## config.mk

```make
export PLATFORM = sky130hd
export DESIGN_NAME = mult_rr_sched
export DESIGN_NICKNAME = d
export VERILOG_FILES = /design/src/rtl/mult_sched_pkg.sv /design/src/rtl/mult_rr_sched_rr_arbiter.sv /design/src/rtl/mult_rr_sched.sv
export SDC_FILE = /design/constraint.sdc
export NUM_CORES = 1
export LEC_CHECK = 0
export CAP_MARGIN = 10
export CORE_MARGIN = 2
export CORE_UTILIZATION = 34
export CTS_CLUSTER_DIAMETER = 200
export DETAILED_ROUTE_END_ITERATION = 6
export PLACE_DENSITY_LB_ADDON = 0.15
export SLEW_MARGIN = 20
export SYNTH_ARGS = -nofsm -noshare
export SYNTH_HDL_FRONTEND = slang
export SYNTH_SLANG_ARGS = --single-unit
```

## constraint.sdc

```tcl
create_clock -name clk_i -period 3.1 [get_ports clk_i]
set_input_delay 0.465 -clock clk_i [delete_from_list [all_inputs] [get_ports clk_i]]
set_output_delay 0.465 -clock clk_i [all_outputs]
set_load 0.01 [all_outputs]
```

## src/rtl/mult_sched_pkg.sv

```systemverilog
// Shared types and helpers for the round-robin multiplier scheduler.
// Tags carry a requester id sized for the largest supported requester count.
package mult_sched_pkg;

    localparam int unsigned DefDataW   = 8;
    localparam int unsigned DefLatency = 5;
    localparam int unsigned MaxReq     = 8;
    localparam int unsigned IdW        = 3;

    typedef struct packed {
        logic           valid;
        logic [IdW-1:0] id;
    } tag_t;

    // First set bit of req at or after ptr, wrapping modulo n; one-hot or zero.
    function automatic logic [MaxReq-1:0] rr_pick(input logic [MaxReq-1:0] req,
                                                  input logic [IdW-1:0]    ptr,
                                                  input int unsigned       n);
        logic [MaxReq-1:0] gnt;
        logic              found;
        int unsigned       idx;
        gnt   = '0;
        found = 1'b0;
        for (int unsigned i = 0; i < MaxReq; i++) begin
            idx = (32'(ptr) + i) % n;
            if ((i < n) && !found && req[idx[IdW-1:0]]) begin
                gnt[idx[IdW-1:0]] = 1'b1;
                found             = 1'b1;
            end
        end
        return gnt;
    endfunction

endpackage

```

## src/rtl/mult_rr_sched_rr_arbiter.sv

```systemverilog
// Round-robin arbiter: combinational one-hot pick plus the rotating priority pointer.
// The pointer moves just past the winner whenever a grant is made.
module rr_arbiter
    import mult_sched_pkg::*;
#(
    parameter int unsigned  NumReq = 4,
    localparam int unsigned IdxW   = $clog2(NumReq)
) (
    input  logic              clk_i,
    input  logic              rst_ni,
    input  logic [NumReq-1:0] req_i,
    output logic [NumReq-1:0] gnt_o,
    output logic [IdxW-1:0]   gnt_idx_o,
    output logic              gnt_any_o
);

    logic [IdxW-1:0] ptr_q, ptr_d;

    always_comb begin
        gnt_o = NumReq'(rr_pick(MaxReq'(req_i), IdW'(ptr_q), NumReq));
    end

    always_comb begin
        gnt_idx_o = '0;
        for (int unsigned i = 0; i < NumReq; i++) begin
            if (gnt_o[i]) begin
                gnt_idx_o = IdxW'(i);
            end
        end
        gnt_any_o = |gnt_o;
    end

    always_comb begin
        ptr_d = ptr_q;
        if (gnt_any_o) begin
            if (gnt_idx_o == IdxW'(NumReq - 1)) begin
                ptr_d = '0;
            end else begin
                ptr_d = gnt_idx_o + 1'b1;
            end
        end
    end

    always_ff @(posedge clk_i or negedge rst_ni) begin
        if (!rst_ni) begin
            ptr_q <= '0;
        end else begin
            ptr_q <= ptr_d;
        end
    end

endmodule

```

## src/rtl/mult_rr_sched.sv

```systemverilog
// Round-robin scheduler sharing one fixed-latency pipelined multiplier among requesters.
// Define MULT_RR_SCHED_STATS_EN to add grant/busy counters and their clear input.
module mult_rr_sched
    import mult_sched_pkg::*;
#(
    parameter int unsigned  NumReq  = 4,
    parameter int unsigned  DataW   = DefDataW,
    parameter int unsigned  Latency = DefLatency,
    localparam int unsigned IdxW    = $clog2(NumReq)
) (
    input  logic                    clk_i,
    input  logic                    rst_ni,
    input  logic                    sched_en_i,
    input  logic [NumReq-1:0]       req_valid_i,
    input  logic [NumReq*DataW-1:0] req_a_i,
    input  logic [NumReq*DataW-1:0] req_b_i,
    output logic [NumReq-1:0]       req_ready_o,
    output logic [DataW-1:0]        mul_a_o,
    output logic [DataW-1:0]        mul_b_o,
    input  logic [2*DataW-1:0]      mul_product_i,
    output logic [NumReq-1:0]       rsp_valid_o,
    output logic [IdxW-1:0]         rsp_id_o,
    output logic [2*DataW-1:0]      rsp_product_o,
    output logic                    idle_o
`ifdef MULT_RR_SCHED_STATS_EN
    ,
    input  logic                    stats_clr_i,
    output logic [NumReq*16-1:0]    grant_cnt_o,
    output logic [31:0]             busy_cnt_o
`endif
);

    logic [NumReq-1:0] cand;
    logic [NumReq-1:0] gnt;
    logic [IdxW-1:0]   gnt_idx;
    logic              xfer;

    logic [DataW-1:0]  mul_a_q, mul_a_d;
    logic [DataW-1:0]  mul_b_q, mul_b_d;
    tag_t              issue_tag;
    tag_t              tag_q [Latency+1];
    tag_t              last_tag;
    logic              any_inflight;

    assign cand = sched_en_i ? req_valid_i : '0;

    rr_arbiter #(
        .NumReq (NumReq)
    ) u_arb (
        .clk_i     (clk_i),
        .rst_ni    (rst_ni),
        .req_i     (cand),
        .gnt_o     (gnt),
        .gnt_idx_o (gnt_idx),
        .gnt_any_o (xfer)
    );

    assign req_ready_o = gnt;

    // Idle cycles drive zero operands so the multiplier sees clean bubbles.
    always_comb begin
        mul_a_d         = '0;
        mul_b_d         = '0;
        issue_tag.valid = 1'b0;
        issue_tag.id    = '0;
        if (xfer) begin
            mul_a_d         = req_a_i[gnt_idx*DataW +: DataW];
            mul_b_d         = req_b_i[gnt_idx*DataW +: DataW];
            issue_tag.valid = 1'b1;
            issue_tag.id    = IdW'(gnt_idx);
        end
    end

    always_ff @(posedge clk_i or negedge rst_ni) begin
        if (!rst_ni) begin
            mul_a_q <= '0;
            mul_b_q <= '0;
        end else begin
            mul_a_q <= mul_a_d;
            mul_b_q <= mul_b_d;
        end
    end

    assign mul_a_o = mul_a_q;
    assign mul_b_o = mul_b_q;

    // Tag pipeline mirrors the multiplier depth; stage Latency aligns with the product.
    always_ff @(posedge clk_i or negedge rst_ni) begin
        if (!rst_ni) begin
            for (int unsigned k = 0; k <= Latency; k++) begin
                tag_q[k] <= '0;
            end
        end else begin
            tag_q[0] <= issue_tag;
            for (int unsigned k = 1; k <= Latency; k++) begin
                tag_q[k] <= tag_q[k-1];
            end
        end
    end

    assign last_tag = tag_q[Latency];

    always_comb begin
        rsp_valid_o   = '0;
        rsp_id_o      = '0;
        rsp_product_o = '0;
        if (last_tag.valid) begin
            rsp_valid_o   = NumReq'(1) << IdxW'(last_tag.id);
            rsp_id_o      = IdxW'(last_tag.id);
            rsp_product_o = mul_product_i;
        end
    end

    always_comb begin
        any_inflight = 1'b0;
        for (int unsigned k = 0; k <= Latency; k++) begin
            any_inflight = any_inflight | tag_q[k].valid;
        end
        idle_o = !any_inflight && !xfer;
    end

`ifdef MULT_RR_SCHED_STATS_EN
    logic [NumReq*16-1:0] grant_cnt_q, grant_cnt_d;
    logic [31:0]          busy_cnt_q, busy_cnt_d;

    always_comb begin
        grant_cnt_d = grant_cnt_q;
        busy_cnt_d  = busy_cnt_q;
        if (stats_clr_i) begin
            grant_cnt_d = '0;
            busy_cnt_d  = '0;
        end else begin
            for (int unsigned i = 0; i < NumReq; i++) begin
                if (gnt[i] && (grant_cnt_q[i*16 +: 16] != 16'hFFFF)) begin
                    grant_cnt_d[i*16 +: 16] = grant_cnt_q[i*16 +: 16] + 16'd1;
                end
            end
            if (xfer) begin
                busy_cnt_d = busy_cnt_q + 32'd1;
            end
        end
    end

    always_ff @(posedge clk_i or negedge rst_ni) begin
        if (!rst_ni) begin
            grant_cnt_q <= '0;
            busy_cnt_q  <= '0;
        end else begin
            grant_cnt_q <= grant_cnt_d;
            busy_cnt_q  <= busy_cnt_d;
        end
    end

    assign grant_cnt_o = grant_cnt_q;
    assign busy_cnt_o  = busy_cnt_q;
`endif

endmodule

```

==> results.md, run 1 <==
- The final routed wirelength across all metal layers is 5990 um.
- Global routing used 17.5% of the available tracks.
- The initial utilization of the core area, before any placement, comes to 34.7%.
- In the synthesized netlist, the cells that appear most often are sky130_fd_sc_hd__dfrtp_1, sky130_fd_sc_hd__nand2_1, sky130_fd_sc_hd__nand3_1.
- In this run the biggest area consumer among cell types represents 41.3% of the synthesized area.
- The via total after detailed routing is 2113.
- At the end of the flow, the number of nets in the layout was 443.
- The count of state elements after synthesis is 36.
- The average wire per cell in the routed design is 14.0 um.
- The data required time at the worst endpoint is 2630 ps.
- The total inserted antenna cells is 0.
- The number of failing hold endpoints at the final stage is 0.
- The synthesized net count is 293.
- The root buffer selected by CTS is sky130_fd_sc_hd__clkbuf_8.
- The pre-antenna-repair detailed-routing pass consisted of 4 iterations.
- The initialized floorplan defines 29 standard-cell rows.
- Summing all placed instances gives a cell area of 3650 um2.
- Summing the areas of all fa, ha and maj instances in the mapped netlist gives 4.02% of the synthesized area.
- The tool flagged a number of max-cap violations equal to 0.
- Fill cells in the final layout number 552.
- The final critical-path setup slack is 25.9 ps.
- The share of final-layout standard cells stronger than drive strength 1 is 20.6%.
- The highest layer used for signal routing is met4.
- For this design the top-level I/O count stands at 130.
- The critical path start-end classification is primary input to output pin.
- The count of nets left with antenna violations once routing finished came out at 0.
- The worst-case IR drop observed on VDD is 452 uV.
- The layout overhead on the synthesized area is 76.2%.
- The number of distinct library cell variants in the gate-level netlist after synthesis is 42.
- The multi-input combinational cells in the finished layout cover a total of 1210 um2.
- Entering global routing, the biggest net connects 37 pins.
- The category of the worst setup path capture point is an output pin.
- The worst slack after detailed placement is -475 ps.
- The H-tree level count is 2.
- The worst slew margin relative to its limit is 49.1%.
- The quantity of hold-fixing buffers added after cts is 0.
- The synthesized netlist devotes 0% of its cell area to XOR and XNOR gates.
- The final count of pins violating max slew came to 0.
- The storage element area is 902 um2.
- After legalization and detailed placement, the total HPWL measured 4680 um.
- The critical path arrival is 2610 ps.
- The complex-gate fraction of the synthesized area is 17.0%.
- The maximum root-to-sink buffer count is 2.
- Walking the worst path, the cells encountered are clkdlybuf4s50_1 > mux4_2 > nand2_4 > mux2_1 > a221o_4 > nor2_2 > and3_1 > buf_6.
- For this run, the top clock speed supported by timing is 0.325 GHz.
- The number of vias per cell is 4.95.
- The clock reaches the later pin of the worst-skew pair after 280 ps.
- The count of flip-flops with a built-in enable after synthesis is 0.
- Setup repair after global routing could not meet its margin everywhere.
- The static leakage power is 0.00162 uW.
- The post-CTS clock slew at the launch and capture registers of the worst setup and hold paths is 70 ps.
- Dividing the synthesized area by the synthesized cell count gives 11.0 um2.
- The proportion of register bits with asynchronous set or reset after synthesis is 100%.
- Measured along the x axis, the die boundary spans 84.1 um.
- Routability-driven placement finished with a final weighted congestion of 0.808.
- The number of antenna violations at the first check in global routing came to 0.
- Of the post-synthesis cell area, the part taken by muxes is 11.9%.
- The die span in y is 84.1 um.
- The number of clock buffers added by TritonCTS is 5.
- Detailed routing placed a total of 3050 um of wire on met2.
- Hold timing on the final database bottoms out at a slack of 254 ps.
- The final period demand of the worst path is 3070 ps.
- The post-route DRC violation count is 0.
- The detailed route wirelength on metal3 is 579 um.
- Dividing the final minimum period by the clock period gives 99.2%.
- The cell count after synthesis is 199.
- The worst clock skew on the final layout is 3.51 ps.
- The path class of the lowest-slack min-delay path is primary input to async pin.
- Yosys attributes the largest share of cell area to sky130_fd_sc_hd__dfrtp_1, sky130_fd_sc_hd__mux2i_1, sky130_fd_sc_hd__o211ai_2.
- Summing all non-filler instances in the final layout gives an area of 3840 um2.
- The sequential cell area fraction in the yosys report is 41.3%.
- The power per standard cell area is 899 nW/um2.
- In the final routing, the length of wire on met1 measures 2300 um.
- The measured slew at the worst slew-check pin is 764 ps.
- The dominant cell by count in the synthesized netlist is sky130_fd_sc_hd__dfrtp_1.
- Of the total synthesized cell area, the portion taken by AND, OR, NAND and NOR gates is 20.0%.
- The number of input and output port buffers inserted is 129.
- Along the worst path, the maximum fanout reaches 4.
- The maximum single-stage delay on the critical path is 510 ps.
- The count of endpoints failing setup in the final report is 0.
- The core region is 6280 um2.
- The Yosys step of the flow raised 0 warnings.
- The first global-routing pass estimated 9960 um of wire.
- The via count of the first global-routing pass was 2152.
- The flow ran to the end, and the final reports show no timing, DRC or antenna violations.
- STA classifies the critical path startpoint as a primary input.
- After synthesis, the largest family of logic cells by area is simple AND/OR/NAND/NOR gates.
- Clock tree synthesis found a total of 36 sinks.
- The violation count after the first detailed-route iteration is 35.
- In this run the cell area of the synthesized design comes to 2180 um2.
- The slowest cell on the critical path is sky130_fd_sc_hd__mux4_2.
- Among all flip-flop cells after synthesis, the most frequent one is sky130_fd_sc_hd__dfrtp_1.
- The floorplan step defined a die boundary enclosing 7070 um2.
- The total power is 3450 uW.
- Global routing finished with a remaining overflow of 0.
- TritonCTS built the clock tree.
- Of all cell types, the one taking the most synthesized area is sky130_fd_sc_hd__dfrtp_1.
[registers in the layout (all words and copies together) (netlist names)]
signal,cells
tag_q,15
last_tag,3
mul_b_o,8
u_arb.ptr_q,2
mul_a_o,8
[final cells by class]
class | count | area share [%]
sequential | 36 | 23.5
clock buffer | 5 | 1.79
multi-input combinational | 144 | 31.5
tap | 77 | 2.51
inverter | 7 | 0.749
timing repair buffer | 155 | 38.8
clock inverter | 3 | 1.11
[placed cells by master (no fill, tap or decap), types with 2 or more instances in the layout]
master,netlist,layout
sky130_fd_sc_hd__a221o_4,2,2
sky130_fd_sc_hd__a221oi_4,1,3
sky130_fd_sc_hd__and2_1,18,18
sky130_fd_sc_hd__and3_1,2,2
sky130_fd_sc_hd__and3b_1,2,2
sky130_fd_sc_hd__buf_2,2,3
sky130_fd_sc_hd__buf_4,0,20
sky130_fd_sc_hd__buf_6,4,6
sky130_fd_sc_hd__clkbuf_2,0,2
sky130_fd_sc_hd__clkbuf_8,0,5
sky130_fd_sc_hd__clkdlybuf4s50_1,0,121
sky130_fd_sc_hd__dfrtp_1,36,35
sky130_fd_sc_hd__dlygate4sd2_1,0,2
sky130_fd_sc_hd__ha_1,7,6
sky130_fd_sc_hd__inv_1,5,3
sky130_fd_sc_hd__inv_2,1,3
sky130_fd_sc_hd__mux2_1,3,2
sky130_fd_sc_hd__mux2_2,2,3
sky130_fd_sc_hd__mux2i_1,18,16
sky130_fd_sc_hd__mux2i_2,0,2
sky130_fd_sc_hd__nand2_1,20,19
sky130_fd_sc_hd__nand3_1,20,20
sky130_fd_sc_hd__nand3b_1,6,6
sky130_fd_sc_hd__nor2_1,4,2
sky130_fd_sc_hd__nor2_2,0,2
sky130_fd_sc_hd__nor3_1,2,2
sky130_fd_sc_hd__o211ai_1,6,6
sky130_fd_sc_hd__o211ai_2,10,10
sky130_fd_sc_hd__o22ai_1,4,4
[path summary, 6_finish.rpt]
| kind | cells after the start | to | slack, ps | from |
|---|---|---|---|---|
| min | 1 | mul_a_o[1]$_DFF_PN0_ | 250 | rst_ni |
| min in group clk_i | 0 | tag_q[12]$_DFF_PN0_ | 350 | tag_q[16]$_DFF_PN0_ |
| min reg2reg | 0 | tag_q[12]$_DFF_PN0_ | 350 | tag_q[16]$_DFF_PN0_ |
| max in group asynchronous | 1 | u_arb.ptr_q[0]$_DFFE_PN0P_ | 2310 | rst_ni |
| max reg2reg | 12 | mul_b_o[7]$_DFF_PN0_ | 210 | u_arb.ptr_q[0]$_DFFE_PN0P_ |
| max | 8 | idle_o | 30 | req_valid_i[3] |
[per-layer routing]
metal  vias up  global-route usage (%)
met5         -                       0
met4         0                    4.40
met3         4                    6.03
met2        96                    32.0
met1       990                    19.3
li1       1023                       -
[power breakdown]
| part | switching, uW | internal [uW] | total (uW) |
|---|---|---|---|
| logic | 1060 | 1200 | 2260 |
| clock network | 168 | 238 | 406 |
| registers | 95.2 | 689 | 784 |
[logic make-up after synthesis]
group                      after synthesis
muxes                                   24
buffers and inverters                   19
DFF                                     36
adders and majority gates                7
AOI/OAI and AO/OA                       33
and+or+nand+nor                         80
[worst max-delay path, delay by kind of cell]
family | cells | cell delay (ps)
AOI/OAI and AO/OA | 1 | 340
and+or+nand+nor | 3 | 400
buffers and inverters | 2 | 550
muxes | 2 | 840
[per-stage QoR]
stage	TNS (ps)	util [%]	instances
2_1_floorplan	0	-	199
3_3_place_gp	-5250	58.2	416
3_5_place_dp	-6130	58.2	416
4_1_cts	0	60.9	426
5_1_grt	-63.3	61.2	427
6_report	0	61.2	427
[what timing repair did]
| item | in CTS | in global routing |
|---|---|---|
| setup buffers | 2 | 1 |
| pin swaps | 5 | 3 |
| gates resized for setup | 33 | 8 |
| gates cloned | 0 | 0 |
| setup endpoints to repair | 6 | 16 |
Power figures use the tool's default switching activity.
==> inputs of run 2 (changes only) <==
--- a/config.mk
+++ b/config.mk
@@ -11,6 +11,7 @@
 export CTS_CLUSTER_DIAMETER = 200
 export DETAILED_ROUTE_END_ITERATION = 6
 export PLACE_DENSITY_LB_ADDON = 0.15
+export SKIP_LAST_GASP = 1
 export SLEW_MARGIN = 20
 export SYNTH_ARGS = -nofsm -noshare
 export SYNTH_HDL_FRONTEND = slang
==> run 2 against run 1 <==
Against the previous run:
- clock skew is 0.84 ps lower
- die area stayed put
- sequential share of layout area is 0.13 points higher
- routed wire length is 0.50% lower
- flip-flop and latch count stayed put
- non-clock buffer count is 1 lower
- maximum frequency is 0.43% lower
- power is 0.90% lower
- worst hold slack worse by 3.8 ps
- critical path type unchanged
- largest power group unchanged
- highest routed layer unchanged
==> results.md, run 2 (synthesis gave the netlist of run 1 again) <==
- The area inside the core boundary is 6280 um2 (unchanged).
- The H-tree level count is 2 (unchanged).
- The final period demand of the worst path is 3090 ps (+13.4 ps).
- The maximum root-to-sink buffer count came to 2 (unchanged).
- The category of the worst setup path capture point is an output pin.
- The measured slew at the worst slew-check pin is 754 ps (-9.68 ps).
- The final routed wirelength across all metal layers is 5960 um (-0.50%).
- The area of the die is 7070 um2 (unchanged).
- The post-CTS clock slew at the launch and capture registers of the worst setup and hold paths is 70 ps (about the same).
- The critical path start-end classification is primary input to output pin.
- The number of non-filler instances in the completed layout is 426 (-0.23%).
- The critical-path maximum fanout is 4 (unchanged).
- The remaining antenna violation count was 0 (unchanged).
- The maximum number of pins on one net before global-route repair was 37 (unchanged).
- The register with the most flip-flops in the final layout is tag_q.
- In the layout the commonest cells are sky130_fd_sc_hd__clkdlybuf4s50_1, sky130_fd_sc_hd__dfrtp_1, sky130_fd_sc_hd__nand3_1, sky130_fd_sc_hd__buf_4, sky130_fd_sc_hd__nand2_1.
- The overall fraction of global-route tracks in use was 17.5% (unchanged).
- The total inserted antenna cells was 0 (unchanged).
- The run finished with clean final reports.
- The static leakage power is 0.00160 uW (-0.65%).
- The critical path arrival came to 2620 ps (about the same).
- The post-route fraction of the period consumed by the critical path was 99.6% (+0.43 points).
- The worst hold-check slack came to 251 ps (-3.77 ps).
- The path class of the tightest hold or removal check is primary input to async pin.
- The number of failing hold endpoints at the final stage was 0 (unchanged).
- The overall overflow remaining after global route is 0 (unchanged).
- The starting utilization of the core area is 34.7% (unchanged).
- The worst clock skew on the final layout is 2.67 ps (-0.843 ps).
- Setup repair after global routing could not meet its margin everywhere.
- The via total after detailed routing is 2101 (-0.57%).
- The post-route DRC violation count is 0 (unchanged).
- The number of vias per cell was 4.93 (-0.33%).
- The total CTS buffers came to 5 (unchanged).
- The quantity of hold-fixing buffers added after cts is 0 (unchanged).
- The largest voltage drop on the vdd net was 444 uV (-1.8%).
- The number of flip-flops under the largest register name is 15 (unchanged).
- The final net count is 442 (-0.23%).
- The HPWL after detailed placement came to 4680 um (unchanged).
- The power per standard cell area is 896 nW/um2 (-0.35%).
- The final count of pins violating max slew is 0 (unchanged).
- The worst slack after detailed placement is -475 ps (unchanged).
- The upper clock frequency limit is 0.324 GHz (-0.43%).
- The number of I/O pins was 130 (unchanged).
- The number of input and output port buffers inserted is 129 (unchanged).
- The CTS tree is done.
- The root buffer selected by CTS is sky130_fd_sc_hd__clkbuf_8.
- The most frequent standard cell in the layout excluding fill and tap cells is sky130_fd_sc_hd__clkdlybuf4s50_1.
- The area growth from synthesis to layout is 75.2%.
- The violation count after the first detailed-route iteration is 28 (-20%).
- The number of antenna violations at the first check in global routing is 0 (unchanged).
- The kind of start point of the critical path is a primary input.
- The average wire per cell in the routed design is 14.0 um (-0.27%).
- The count of maximum capacitance violations came to 0 (unchanged).
- The count of endpoints failing setup in the final report is 0 (unchanged).
- The via count of the first global-routing pass is 2152 (unchanged).
- The data required time at the worst endpoint is 2630 ps (about the same).
- The share of final-layout standard cells stronger than drive strength 1 was 19.5% (-1.1 points).
- The latest clock arrival within the worst-skew pair is 280 ps (about the same).
- The die span in y was 84.1 um (unchanged).
- The chip width came to 84.1 um (unchanged).
- The worst slew margin relative to its limit was 49.7% (+0.65 points).
- The global-route wire length before repair was 9960 um (unchanged).
- The final critical-path setup slack is 12.6 ps (-13.4 ps).
- The number of placed instances, taps included was 416 (unchanged).
- The first-pass iteration count of the detailed router came to 4 (unchanged).
- The filler cell count was 553 (+0.18%).
- The clock sink total came to 36 (unchanged).
- The placer's final routability congestion estimate is 0.808 (unchanged).
- The count of standard-cell rows is 29 (unchanged).
## run 2: what timing repair did
action,in CTS,in global routing
setup endpoints to repair,6,16
pin swaps,4,2
setup buffers,2,0
resized for setup,32,4
## run 2: power breakdown
group	leakage [uW]	switching, uW	internal (uW)
sequential	0.000449	94.5	689
clock	0.0000541	167	238
combinational	0.00110	1050	1190
## run 2: layer usage
layer  GRT usage (%)  wire, um  vias up
li1                -         -     1021
met2            32.0      3040       96
met1            19.3      2300      980
met4            4.40        63        0
met5               0         0        -
met3            6.03       561        4
## run 2: metrics by stage
step	power (uW)	util (%)	setup TNS [ps]	cell area, um2
after detailed placement	2990	58.2	-6130	3650
after CTS	3480	60.9	-11.1	3820
after global placement	2960	58.2	-5250	3650
after floorplan	2100	-	0	2180
after global routing	3670	60.8	-92.7	3820
final	3420	60.8	0	3820
## run 2: worst max-delay path: stages
cell and delay [ps]:
sky130_fd_sc_hd__clkdlybuf4s50_1 440, sky130_fd_sc_hd__mux4_2 490, sky130_fd_sc_hd__nand2_2 130, sky130_fd_sc_hd__mux2_1 340, sky130_fd_sc_hd__a221o_4 330, sky130_fd_sc_hd__nor2_1 130
sky130_fd_sc_hd__and3_1 160, sky130_fd_sc_hd__buf_4 120
## run 2: worst paths after layout
path                       cells past startpoint  slack (ps)                        from                         end
max in group asynchronous                      1        2320                      rst_ni  u_arb.ptr_q[0]$_DFFE_PN0P_
hold reg to reg                                0         350         tag_q[17]$_DFF_PN0_         tag_q[13]$_DFF_PN0_
setup / recovery                               8          10              req_valid_i[3]                      idle_o
setup reg to reg                              12         220  u_arb.ptr_q[0]$_DFFE_PN0P_        mul_b_o[7]$_DFF_PN0_
min in group clk_i                             0         350         tag_q[17]$_DFF_PN0_         tag_q[13]$_DFF_PN0_
hold / removal                                 1         250                      rst_ni        mul_a_o[1]$_DFF_PN0_
## run 2: layout make-up
type	instances	area (um2)	area share [%]
Inverter	7	28.8	0.754
Clock inverter	3	42.5	1.11
Timing Repair Buffer	154	1480	38.8
Sequential cell	36	902	23.6
Tap cell	77	96.3	2.52
Multi-Input combinational cell	144	1200	31.4
Clock buffer	5	68.8	1.80
